File: src/rtl/mul_pkg.sv
// Purpose : shared encodings for the RV32M multiply issue controller.
// Contents: operand-width default, RV32M multiply opcode encodings,
//           3-bit FSM state encodings and the operand signedness decode.
package mul_pkg;

  localparam int XLEN_DEF = 32;

  // RV32M multiply variants as presented on req_op.
  localparam logic [1:0] MUL_OP_MUL    = 2'b00;
  localparam logic [1:0] MUL_OP_MULH   = 2'b01;
  localparam logic [1:0] MUL_OP_MULHSU = 2'b10;
  localparam logic [1:0] MUL_OP_MULHU  = 2'b11;

  // Controller FSM states.
  localparam logic [2:0] ST_IDLE  = 3'd0;
  localparam logic [2:0] ST_ISSUE = 3'd1;
  localparam logic [2:0] ST_WAIT  = 3'd2;
  localparam logic [2:0] ST_FIX   = 3'd3;
  localparam logic [2:0] ST_DONE  = 3'd4;

  // Returns {sa, sb}: whether operand a / operand b is treated as signed.
  // MUL only keeps the low half, which is sign-independent, so it is
  // decoded as fully signed and shares a cache key with MULH.
  function automatic logic [1:0] sign_flags(input logic [1:0] op);
    logic [1:0] f;
    case (op)
      MUL_OP_MUL:    f = 2'b11;
      MUL_OP_MULH:   f = 2'b11;
      MUL_OP_MULHSU: f = 2'b10;
      MUL_OP_MULHU:  f = 2'b00;
      default:       f = 2'b00;
    endcase
    return f;
  endfunction

endpackage

File: src/rtl/mul_sign_fix.sv
// Purpose : combinational sign handling around the unsigned multiplier.
// Ports   : op/rs1/rs2       -> abs_a, abs_b (magnitudes), neg (result sign)
//           prod/prod_neg    -> p_fixed (two's-complement restored product)
//           sel_hi           -> half (upper or lower XLEN bits of p_fixed)
module mul_sign_fix
  import mul_pkg::*;
#(
  parameter int XLEN = XLEN_DEF
) (
  input  logic [1:0]        op,
  input  logic [XLEN-1:0]   rs1,
  input  logic [XLEN-1:0]   rs2,
  output logic [XLEN-1:0]   abs_a,
  output logic [XLEN-1:0]   abs_b,
  output logic              neg,
  input  logic [2*XLEN-1:0] prod,
  input  logic              prod_neg,
  input  logic              sel_hi,
  output logic [2*XLEN-1:0] p_fixed,
  output logic [XLEN-1:0]   half
);

  localparam logic [XLEN-1:0]   ONE_X = {{(XLEN-1){1'b0}}, 1'b1};
  localparam logic [2*XLEN-1:0] ONE_P = {{(2*XLEN-1){1'b0}}, 1'b1};

  logic [1:0] flags_s;
  logic       neg_a_s;
  logic       neg_b_s;

  // Operand magnitudes; the most negative value maps onto 2^(XLEN-1) unsigned.
  always_comb begin
    flags_s = sign_flags(op);
    neg_a_s = flags_s[1] & rs1[XLEN-1];
    neg_b_s = flags_s[0] & rs2[XLEN-1];
    neg     = neg_a_s ^ neg_b_s;
    abs_a   = neg_a_s ? (~rs1 + ONE_X) : rs1;
    abs_b   = neg_b_s ? (~rs2 + ONE_X) : rs2;
  end

  // Sign restore on the full product (2*XLEN wrap) and half select.
  always_comb begin
    p_fixed = prod_neg ? (~prod + ONE_P) : prod;
    half    = sel_hi ? p_fixed[2*XLEN-1:XLEN] : p_fixed[XLEN-1:0];
  end

endmodule

File: src/rtl/mul_issue_ctrl.sv
// Purpose : issue/return controller between the EX stage and an unsigned
//           iterative multiplier, with a one-entry result cache.
// Ports   : clk, rst (sync, active-high)
//           req_valid/req_op/req_rs1/req_rs2 : request from EX (taken in IDLE)
//           result/result_valid/err          : one-cycle completion in DONE
//           stall                            : holds the pipeline while busy
//           mul_in_valid/mul_mplier/mul_mcand: start pulse + magnitudes out
//           mul_product/mul_out_valid        : unsigned product back
module mul_issue_ctrl
  import mul_pkg::*;
#(
  parameter int XLEN     = XLEN_DEF,
  parameter int TIMEOUT  = 64,
  parameter int REUSE_EN = 1
) (
  input  logic              clk,
  input  logic              rst,
  input  logic              req_valid,
  input  logic [1:0]        req_op,
  input  logic [XLEN-1:0]   req_rs1,
  input  logic [XLEN-1:0]   req_rs2,
  output logic [XLEN-1:0]   result,
  output logic              result_valid,
  output logic              err,
  output logic              stall,
  output logic              mul_in_valid,
  output logic [XLEN-1:0]   mul_mplier,
  output logic [XLEN-1:0]   mul_mcand,
  input  logic [2*XLEN-1:0] mul_product,
  input  logic              mul_out_valid
);

  localparam int              TO_W    = $clog2(TIMEOUT + 1);
  localparam logic [TO_W-1:0] TO_LAST = TO_W'(TIMEOUT - 1);
  localparam logic [TO_W-1:0] TO_ONE  = {{(TO_W-1){1'b0}}, 1'b1};

  logic [2:0]        state_q, state_d;
  logic [TO_W-1:0]   to_q, to_d;
  logic [1:0]        op_q, op_d;
  logic [XLEN-1:0]   rs1_q, rs1_d, rs2_q, rs2_d;
  logic              neg_q, neg_d;
  logic [2*XLEN-1:0] product_q, product_d;
  logic              cache_valid_q, cache_valid_d;
  logic [XLEN-1:0]   key_a_q, key_a_d, key_b_q, key_b_d;
  logic [1:0]        key_s_q, key_s_d;
  logic [2*XLEN-1:0] cache_p_q, cache_p_d;
  logic [XLEN-1:0]   result_q, result_d;
  logic              result_valid_q, result_valid_d;
  logic              err_q, err_d;
  logic              mul_in_valid_q, mul_in_valid_d;
  logic [XLEN-1:0]   mplier_q, mplier_d, mcand_q, mcand_d;

  logic [XLEN-1:0]   abs_a_s, abs_b_s;
  logic              neg_s;
  logic [2*XLEN-1:0] fix_prod_s, fix_p_s;
  logic              fix_neg_s, fix_hi_s;
  logic [XLEN-1:0]   fix_half_s;
  logic              hit_s;

  mul_sign_fix #(.XLEN(XLEN)) u_sign_fix (
    .op      (req_op),
    .rs1     (req_rs1),
    .rs2     (req_rs2),
    .abs_a   (abs_a_s),
    .abs_b   (abs_b_s),
    .neg     (neg_s),
    .prod    (fix_prod_s),
    .prod_neg(fix_neg_s),
    .sel_hi  (fix_hi_s),
    .p_fixed (fix_p_s),
    .half    (fix_half_s)
  );

  // Product-side mux: FIX fixes the fresh product; otherwise the cached,
  // already sign-restored product is half-selected for a hit in IDLE.
  always_comb begin
    if (state_q == ST_FIX) begin
      fix_prod_s = product_q;
      fix_neg_s  = neg_q;
      fix_hi_s   = (op_q != MUL_OP_MUL);
    end else begin
      fix_prod_s = cache_p_q;
      fix_neg_s  = 1'b0;
      fix_hi_s   = (req_op != MUL_OP_MUL);
    end
  end

  // Cache lookup; MUL hits on any signedness key since its low half is shared.
  always_comb begin
    hit_s = (REUSE_EN != 0) && cache_valid_q &&
            (req_rs1 == key_a_q) && (req_rs2 == key_b_q) &&
            ((req_op == MUL_OP_MUL) || (sign_flags(req_op) == key_s_q));
  end

  // Next-state, timeout counter, cache and registered-output logic.
  always_comb begin
    state_d        = state_q;
    to_d           = to_q;
    op_d           = op_q;
    rs1_d          = rs1_q;
    rs2_d          = rs2_q;
    neg_d          = neg_q;
    product_d      = product_q;
    cache_valid_d  = cache_valid_q;
    key_a_d        = key_a_q;
    key_b_d        = key_b_q;
    key_s_d        = key_s_q;
    cache_p_d      = cache_p_q;
    result_d       = result_q;
    result_valid_d = 1'b0;
    err_d          = 1'b0;
    mul_in_valid_d = 1'b0;
    mplier_d       = mplier_q;
    mcand_d        = mcand_q;
    case (state_q)
      ST_IDLE: begin
        if (req_valid) begin
          op_d  = req_op;
          rs1_d = req_rs1;
          rs2_d = req_rs2;
          neg_d = neg_s;
          if (hit_s) begin
            state_d        = ST_DONE;
            result_d       = fix_half_s;
            result_valid_d = 1'b1;
          end else begin
            state_d        = ST_ISSUE;
            mul_in_valid_d = 1'b1;
            mplier_d       = abs_a_s;
            mcand_d        = abs_b_s;
            to_d           = {TO_W{1'b0}};
          end
        end else begin
          state_d = ST_IDLE;
        end
      end
      ST_ISSUE: begin
        state_d = ST_WAIT;
        to_d    = {TO_W{1'b0}};
      end
      ST_WAIT: begin
        // A product arriving on the last allowed cycle still wins.
        if (mul_out_valid) begin
          product_d = mul_product;
          state_d   = ST_FIX;
        end else if (to_q == TO_LAST) begin
          state_d        = ST_DONE;
          err_d          = 1'b1;
          result_d       = {XLEN{1'b0}};
          result_valid_d = 1'b1;
          cache_valid_d  = 1'b0;
        end else begin
          to_d = to_q + TO_ONE;
        end
      end
      ST_FIX: begin
        cache_p_d      = fix_p_s;
        key_a_d        = rs1_q;
        key_b_d        = rs2_q;
        key_s_d        = sign_flags(op_q);
        cache_valid_d  = 1'b1;
        result_d       = fix_half_s;
        result_valid_d = 1'b1;
        state_d        = ST_DONE;
      end
      ST_DONE: begin
        state_d = ST_IDLE;
      end
      default: begin
        state_d = ST_IDLE;
      end
    endcase
  end

  // State and output registers with synchronous reset.
  always_ff @(posedge clk) begin
    if (rst) begin
      state_q        <= ST_IDLE;
      to_q           <= {TO_W{1'b0}};
      op_q           <= 2'b00;
      rs1_q          <= {XLEN{1'b0}};
      rs2_q          <= {XLEN{1'b0}};
      neg_q          <= 1'b0;
      product_q      <= {(2*XLEN){1'b0}};
      cache_valid_q  <= 1'b0;
      key_a_q        <= {XLEN{1'b0}};
      key_b_q        <= {XLEN{1'b0}};
      key_s_q        <= 2'b00;
      cache_p_q      <= {(2*XLEN){1'b0}};
      result_q       <= {XLEN{1'b0}};
      result_valid_q <= 1'b0;
      err_q          <= 1'b0;
      mul_in_valid_q <= 1'b0;
      mplier_q       <= {XLEN{1'b0}};
      mcand_q        <= {XLEN{1'b0}};
    end else begin
      state_q        <= state_d;
      to_q           <= to_d;
      op_q           <= op_d;
      rs1_q          <= rs1_d;
      rs2_q          <= rs2_d;
      neg_q          <= neg_d;
      product_q      <= product_d;
      cache_valid_q  <= cache_valid_d;
      key_a_q        <= key_a_d;
      key_b_q        <= key_b_d;
      key_s_q        <= key_s_d;
      cache_p_q      <= cache_p_d;
      result_q       <= result_d;
      result_valid_q <= result_valid_d;
      err_q          <= err_d;
      mul_in_valid_q <= mul_in_valid_d;
      mplier_q       <= mplier_d;
      mcand_q        <= mcand_d;
    end
  end

  // stall must rise in the same cycle the request is presented, so it is
  // decoded from the current state rather than registered.
  always_comb begin
    stall = ((state_q == ST_IDLE) && req_valid) || (state_q == ST_ISSUE) ||
            (state_q == ST_WAIT) || (state_q == ST_FIX);
  end

  assign result       = result_q;
  assign result_valid = result_valid_q;
  assign err          = err_q;
  assign mul_in_valid = mul_in_valid_q;
  assign mul_mplier   = mplier_q;
  assign mul_mcand    = mcand_q;

endmodule

File: config.mk
export PLATFORM = sky130hd
export DESIGN_NAME = mul_issue_ctrl
export DESIGN_NICKNAME = d
export VERILOG_FILES = /design/src/rtl/mul_pkg.sv /design/src/rtl/mul_sign_fix.sv /design/src/rtl/mul_issue_ctrl.sv
export SDC_FILE = /design/constraint.sdc
export NUM_CORES = 1
export LEC_CHECK = 0
export ABC_AREA = 0
export CAP_MARGIN = 20
export CORE_MARGIN = 4
export CORE_UTILIZATION = 50
export CTS_CLUSTER_DIAMETER = 50
export DETAILED_ROUTE_END_ITERATION = 10
export GPL_TIMING_DRIVEN = 0
export PLACE_DENSITY = 0.76
export SLEW_MARGIN = 40
export SYNTH_ARGS = -nofsm -noshare
export SYNTH_HDL_FRONTEND = slang
export SYNTH_SLANG_ARGS = --single-unit
File: constraint.sdc
create_clock -name clk -period 2.46 [get_ports clk]
set_clock_uncertainty 0.1 [all_clocks]
set_input_delay 0.369 -clock clk [delete_from_list [all_inputs] [get_ports clk]]
set_output_delay 0.369 -clock clk [all_outputs]
set_load 0.02 [all_outputs]
==> metrics, run 1 <==
run status=finished with violations; failing checks=negative setup slack; DIE HEIGHT=198 um; DRC Markers=0; setup ws final=-0.477 ns; syn_area_per_cell=7.83 um^2; Synth area leaders=dfxtp_1, nand2_1, a21oi_1; largest net degree at the start of global routing=15; Critical Path RT=2.83 ns; share of post-route cells with drive strength above 1=0.245; fin crit period=2.94 ns; Syn Nets=2,448; RSZ-0062 raised after global routing=true; global route overflow=0; Root Buffer=clkbuf_16; total clock sinks=371; Initial Utilization=0.507; Top FF cell, synth=dfxtp_1; first drt pass iteration count=7; # IOs=234; synthesized area=18,100 um^2; Synth top area share=0.411; post-DP HPWL=57,300 um; IO buf count=214; count of standard-cell rows=69; die extent in x=198 um; commonest non-fill, non-tap cell in the layout=nand2_1; Max Cap Viol=0; CTS max path bufs=3; crit share post-route=1.19; Fmax=0.340 GHz; share of synthesized flip-flops with an asynchronous set or reset=0; RePlAce Congestion=1.05; Critical Path Sink Type=flip-flop; #FFs+latches synth=371; Crit Path Max Fanout=10; post-route ant nets=0; worst vdd ir=0.562 mV; GRT Util Overall=0.392; worst reg2reg setup slack=-0.48 ns; Clock Pin Slew Worst Setup and Hold Paths=0.06 ns; Post-synth EDFFs=0; synthesis-to-layout area growth=47.6%; type of origin of the critical path=flip-flop; worst slew pin tran=0.908 ns; first-pass GRT wire length=117,000 um; initial DRC count=2,673; Final Hold Fails=0; Relative slew margins=0.394; Vias=20,582; register area share after synthesis=0.411; pwr/cell area=687 nW/um^2; Mapped Cells=2,311; yosys warns=0; TritonCTS clock tree=built; Pwr Total=0.0183 W; wire per inst=26.5 um; latest clock arrival within the worst-skew pair=0.59 ns; vias in the first global route=18,531; htree depth=2; initial antenna violation count=3; area of the core=35,700 um^2; Leak=9.96 nW; detailed-route wire length=84,500 um; Yosys top cell by area=dfxtp_1; Yosys cell types=82; nets=2,824; Hold WC Path Type=in -> reg; worst setup path class=reg -> reg; Die ar.=39,300 um^2; vias per cell=6.46; Setup-failing EPs final=161; final max-slew violation count=0; leading cell types in the layout, fill and taps excluded=nand2_1, dfxtp_1, a21oi_1; crit path DAT=3.30 ns; CTS buffer count=44; utilization after layout=0.749
-- path summary, 6_finish.rpt --
path / startpoint / to / depth (start not counted)
max: state_q[0] / result[21] / 11
min: req_rs1[6] / rs1_q[6] / 3
max reg2reg: state_q[0] / result[21] / 11
min reg2reg: rs1_q[28] / key_a_q[28] / 2
-- cell usage after synthesis, types with 4 or more instances --
library cell  count
o31ai_1          21
o22ai_1          10
nor3b_1           5
nand2b_1         20
a21oi_1         256
a211oi_1         74
nand3_1          30
nand2_1         484
o21ai_0          45
a41oi_1           4
buf_6             4
a311oi_1          8
o41ai_1           6
nor2_1          234
dfxtp_1         371
buf_1            10
nor2b_1          12
xnor2_1         108
nand4_1          33
clkbuf_1        117
a21o_1            4
and2_1            6
a22o_1            9
o21ai_1          18
mux2i_1          57
mux2_2            8
xor2_1           60
nor3_2            4
o21bai_1          4
nor3_1           55
and3_1            7
or3_1            12
a31oi_1          15
inv_1            28
nor4_1           45
a221o_1           6
buf_2            34
nor4_2            7
or4_1             9
nand4b_1          6
-- kinds of logic (layout without fill, tap and decap cells) --
logic type / after synthesis / in the layout / synth area share
mux: 65 / 65 / 0.0365
fa+ha+maj: 3 / 3 / 0.00208
xor+xnor: 168 / 168 / 0.0813
flops: 371 / 371 / 0.411
compound gates: 514 / 514 / 0.175
simple gates: 993 / 993 / 0.249
other cells: 0 / 2 / 0
buf+inv: 197 / 608 / 0.0454
-- cell type report --
type	instances	area (um^2)
timing repair buffer	333	3500
sequential	371	7440
antenna	2	5.00
clock inverter	23	251
clock buffer	58	1250
multi-input combinational	1743	12300
fill	2506	8960
tap	461	577
buffer	165	1260
inverter	29	109
-- timing repair --
action                     CTS  global route
pin swaps                   62            79
setup endpoints to repair  299           302
resized for setup          408           331
setup buffers               61            40
hold endpoints to repair     5             0
gates cloned                 9             8
hold buffers                 5             0
-- state kept, by name (all words and copies together) (netlist names), 2 cells and up --
register    flops
cache_p_q      64
product_q      64
key_a_q        32
key_b_q        32
mul_mcand      32
mul_mplier     32
result         32
rs1_q          32
rs2_q          32
to_q            7
state_q         3
key_s_q         2
op_q            2
-- through the flow --
stage	hold slack, ns	instance area (um^2)	worst slack [ns]	setup TNS [ns]	std cells
final	0.0325	26700	-0.477	-33.82	3185
after global placement	0.336	20900	-1.64	-345.16	2986
after CTS	0.00795	24900	-0.375	-18.09	3140
after global routing	0.0365	26700	-0.506	-41.56	3184
after floorplan	0.332	18200	-0.0601	-0.183	2311
after detailed placement	0.342	21000	-1.51	-305.50	2986
-- where the power goes --
group          switching [W]  leakage (nW)  internal [W]
logic                0.00279          6.20       0.00208
clock network        0.00285         0.740       0.00396
registers           0.000328          3.02       0.00632
total                0.00597          9.96        0.0124
-- critical path: stages, from the launching register on --
cell and delay (ns):
dfxtp_2 0.40, and3b_2 0.29, buf_12 0.18, buf_12 0.17
nand4_1 0.21, a2111oi_4 0.41, nand4_1 0.16, buf_6 0.17
nand2_1 0.11, xnor2_2 0.14, a221oi_4 0.37, o21ai_1 0.10
-- layer usage --
layer,global-route usage,vias to the layer above,wire (um)
met5,0.00864,-,47
met4,0.151,4,4490
met3,0.123,346,10900
met2,0.567,1520,35600
met1,0.547,9941,33500
li1,-,8771,-
(Power assumes the default switching activity.)
==> run 2, diff against run 1 <==
--- a/config.mk
+++ b/config.mk
@@ -7,12 +7,14 @@
 export LEC_CHECK = 0
 export ABC_AREA = 0
 export CAP_MARGIN = 20
+export CELL_PAD_IN_SITES_DETAIL_PLACEMENT = 0
+export CELL_PAD_IN_SITES_GLOBAL_PLACEMENT = 1
 export CORE_MARGIN = 4
-export CORE_UTILIZATION = 50
+export CORE_UTILIZATION = 37
 export CTS_CLUSTER_DIAMETER = 50
 export DETAILED_ROUTE_END_ITERATION = 10
 export GPL_TIMING_DRIVEN = 0
-export PLACE_DENSITY = 0.76
+export PLACE_DENSITY_LB_ADDON = 0.1
 export SLEW_MARGIN = 40
 export SYNTH_ARGS = -nofsm -noshare
 export SYNTH_HDL_FRONTEND = slang
==> run 2 against run 1 <==
  * The run still ends with negative setup slack left
  * Setup slack lost 0.069 ns
  * Utilization shrank 18 points
  * Sequential cell count is the same
  * Critical path depth grew 1
  * Via count shrank 5.8%
  * Sequential share of layout area shrank 0.63 points
  * Final area grew 2.4%
  * Count of clock-buffer cells in the layout grew 4
  * Sequential power is essentially flat
  * Routed wire length grew 2.0%
  * Hold slack gained 0.0045 ns
  * First-iteration DRC count shrank 33%
  * Critical endpoint is now result[14]
  * Highest routed layer is now met4
==> metrics, run 2 (synthesis gave the netlist of run 1 again) <==
wire per inst=25.7 um (was 26.5 um); global route overflow=0 (unchanged); Max Cap Viol=0 (unchanged); post-route ant nets=0 (unchanged); # diodes=0 (was 2); final max-slew violation count=0 (unchanged); type of origin of the critical path=flip-flop (unchanged); DRC Markers=0 (unchanged); synthesis-to-layout area growth=51.0% (was 47.6%); fin area=27,300 um^2 (was 26,700 um^2); first drt pass iteration count=5 (was 7); die extent in x=229 um (was 198 um); Root Buffer=clkbuf_16 (unchanged); crit share post-route=1.22 (was 1.19); Top Metal Used=met4 (was met5); DP Cell Count=3,140 (was 2,986); commonest non-fill, non-tap cell in the layout=nand2_1 (unchanged); share of post-route cells with drive strength above 1=0.252 (was 0.245); detailed-route wire length=86,100 um (was 84,500 um); pwr/cell area=686 nW/um^2 (was 687 nW/um^2); hold path start=req_rs2[19] (was req_rs1[6]); area post-placement=21,200 um^2 (was 21,000 um^2); Hold WC Path Type=in -> reg (unchanged); Pwr Total=0.0187 W (was 0.0183 W); worst vdd ir=0.535 mV (was 0.562 mV); Crit Path Max Fanout=7 (was 10); initial antenna violation count=1 (was 3); count of standard-cell rows=80 (was 69); CTS buffer count=49 (was 44); Relative slew margins=0.397 (was 0.394); Vias=19,380 (was 20,582); initial DRC count=1,785 (was 2,673); nets=2,843 (was 2,824); setup ws final=-0.546 ns (was -0.477 ns); top flop regs=cache_p_q: 64 flops, product_q: 64 flops (unchanged); vias per cell=5.77 (was 6.46); Critical path origin=state_q[1] (was state_q[0]); Fmax=0.333 GHz (was 0.340 GHz); first-pass GRT wire length=123,000 um (was 117,000 um); latest clock arrival within the worst-skew pair=0.59 ns (about the same); RSZ-0062 raised after global routing=true (unchanged); Critical Path Sink Type=flip-flop (unchanged); worst slew pin tran=0.901 ns (was 0.908 ns); Critical R2R Launch=state_q[1] (was state_q[0]); final setup TNS=-37.45 ns (was -33.82 ns); DIE HEIGHT=229 um (was 198 um); Clock Pin Slew Worst Setup and Hold Paths=0.06 ns (about the same); failing checks=negative setup slack (unchanged); met2 WL=35,800 um (was 35,600 um); post-DP HPWL=61,700 um (was 57,300 um); leading cell types in the layout, fill and taps excluded=nand2_1, dfxtp_1, a21oi_1 (unchanged); Initial Utilization=0.377 (was 0.507); run status=finished with violations (unchanged); vias in the first global route=18,513 (was 18,531); crit path DAT=3.38 ns (was 3.30 ns); CTS max path bufs=3 (unchanged); TritonCTS clock tree=built (unchanged); RePlAce Congestion=0.974 (was 1.05); fin crit period=3.01 ns (was 2.94 ns); fin cells=3,356 (was 3,185); Leak=10.1 nW (was 9.96 nW); total clock sinks=371 (unchanged); Setup-failing EPs final=145 (was 161); # IOs=234 (unchanged); routed wl met3=7800 um (was 10,900 um); met1 wire length=39,900 um (was 33,500 um); worst setup path class=reg -> reg (unchanged); Die ar.=52,500 um^2 (was 39,300 um^2); largest net degree at the start of global routing=13 (was 15); Critical Path RT=2.84 ns (was 2.83 ns); IO buf count=214 (unchanged); Final Hold Fails=0 (unchanged); area of the core=48,000 um^2 (was 35,700 um^2); GRT Util Overall=0.307 (was 0.392); htree depth=2 (unchanged)
[run 2: cell type report]
| class | instances | area, um^2 |
|---|---|---|
| Clock buffer | 62 | 1320 |
| Inverter | 29 | 109 |
| Multi-Input combinational cell | 1743 | 12500 |
| Fill cell | 4454 | 20700 |
| Clock inverter | 24 | 254 |
| Tap cell | 615 | 769 |
| Timing Repair Buffer | 351 | 3710 |
| Sequential cell | 371 | 7450 |
| Buffer | 161 | 1200 |
[run 2: report_power, final]
group / switching [W] / internal (W)
Clock: 0.00290 / 0.00421
Combinational: 0.00282 / 0.00220
Sequential: 0.000292 / 0.00632
Total: 0.00602 / 0.0127
[run 2: what timing repair did]
action / in CTS / in global routing
hold buffers: 7 / 0
endpoints found under the hold margin: 7 / 0
setup buffers: 77 / 48
setup endpoints to repair: 313 / 333
pin swaps: 84 / 126
resized for setup: 388 / 397
gates cloned: 3 / 9
[run 2: worst paths after layout]
kind | end | slack (ns) | cells after the start
min reg2reg | key_b_q[13] | 0.34 | 2
max | result[14] | -0.55 | 12
max reg2reg | result[14] | -0.55 | 12
min | rs2_q[19] | 0.04 | 3
[run 2: layer usage]
metal  track usage  vias up
met3        0.0604      160
met1         0.465     9544
met4        0.0896        0
met2         0.440      849
met5             0        -
li1              -     8827
[run 2: through the flow]
stage	hold WS, ns	utilization	setup slack, ns
2_1_floorplan	0.332	-	-0.0601
3_3_place_gp	0.335	0.439	-1.70
3_5_place_dp	0.343	0.440	-1.66
4_1_cts	0.00613	0.526	-0.514
5_1_grt	0.0421	0.569	-0.572
6_report	0.0370	0.569	-0.546
[run 2: critical path, stage by stage (launching register included)]
cell	delay, ns
dfxtp_4	0.37
and3b_2	0.30
buf_6	0.15
or3_4	0.36
o21ai_4	0.21
buf_12	0.14
nand3_4	0.19
buf_4	0.21
buf_6	0.11
o31ai_4	0.25
xnor2_2	0.15
mux2i_1	0.11
a22o_1	0.22
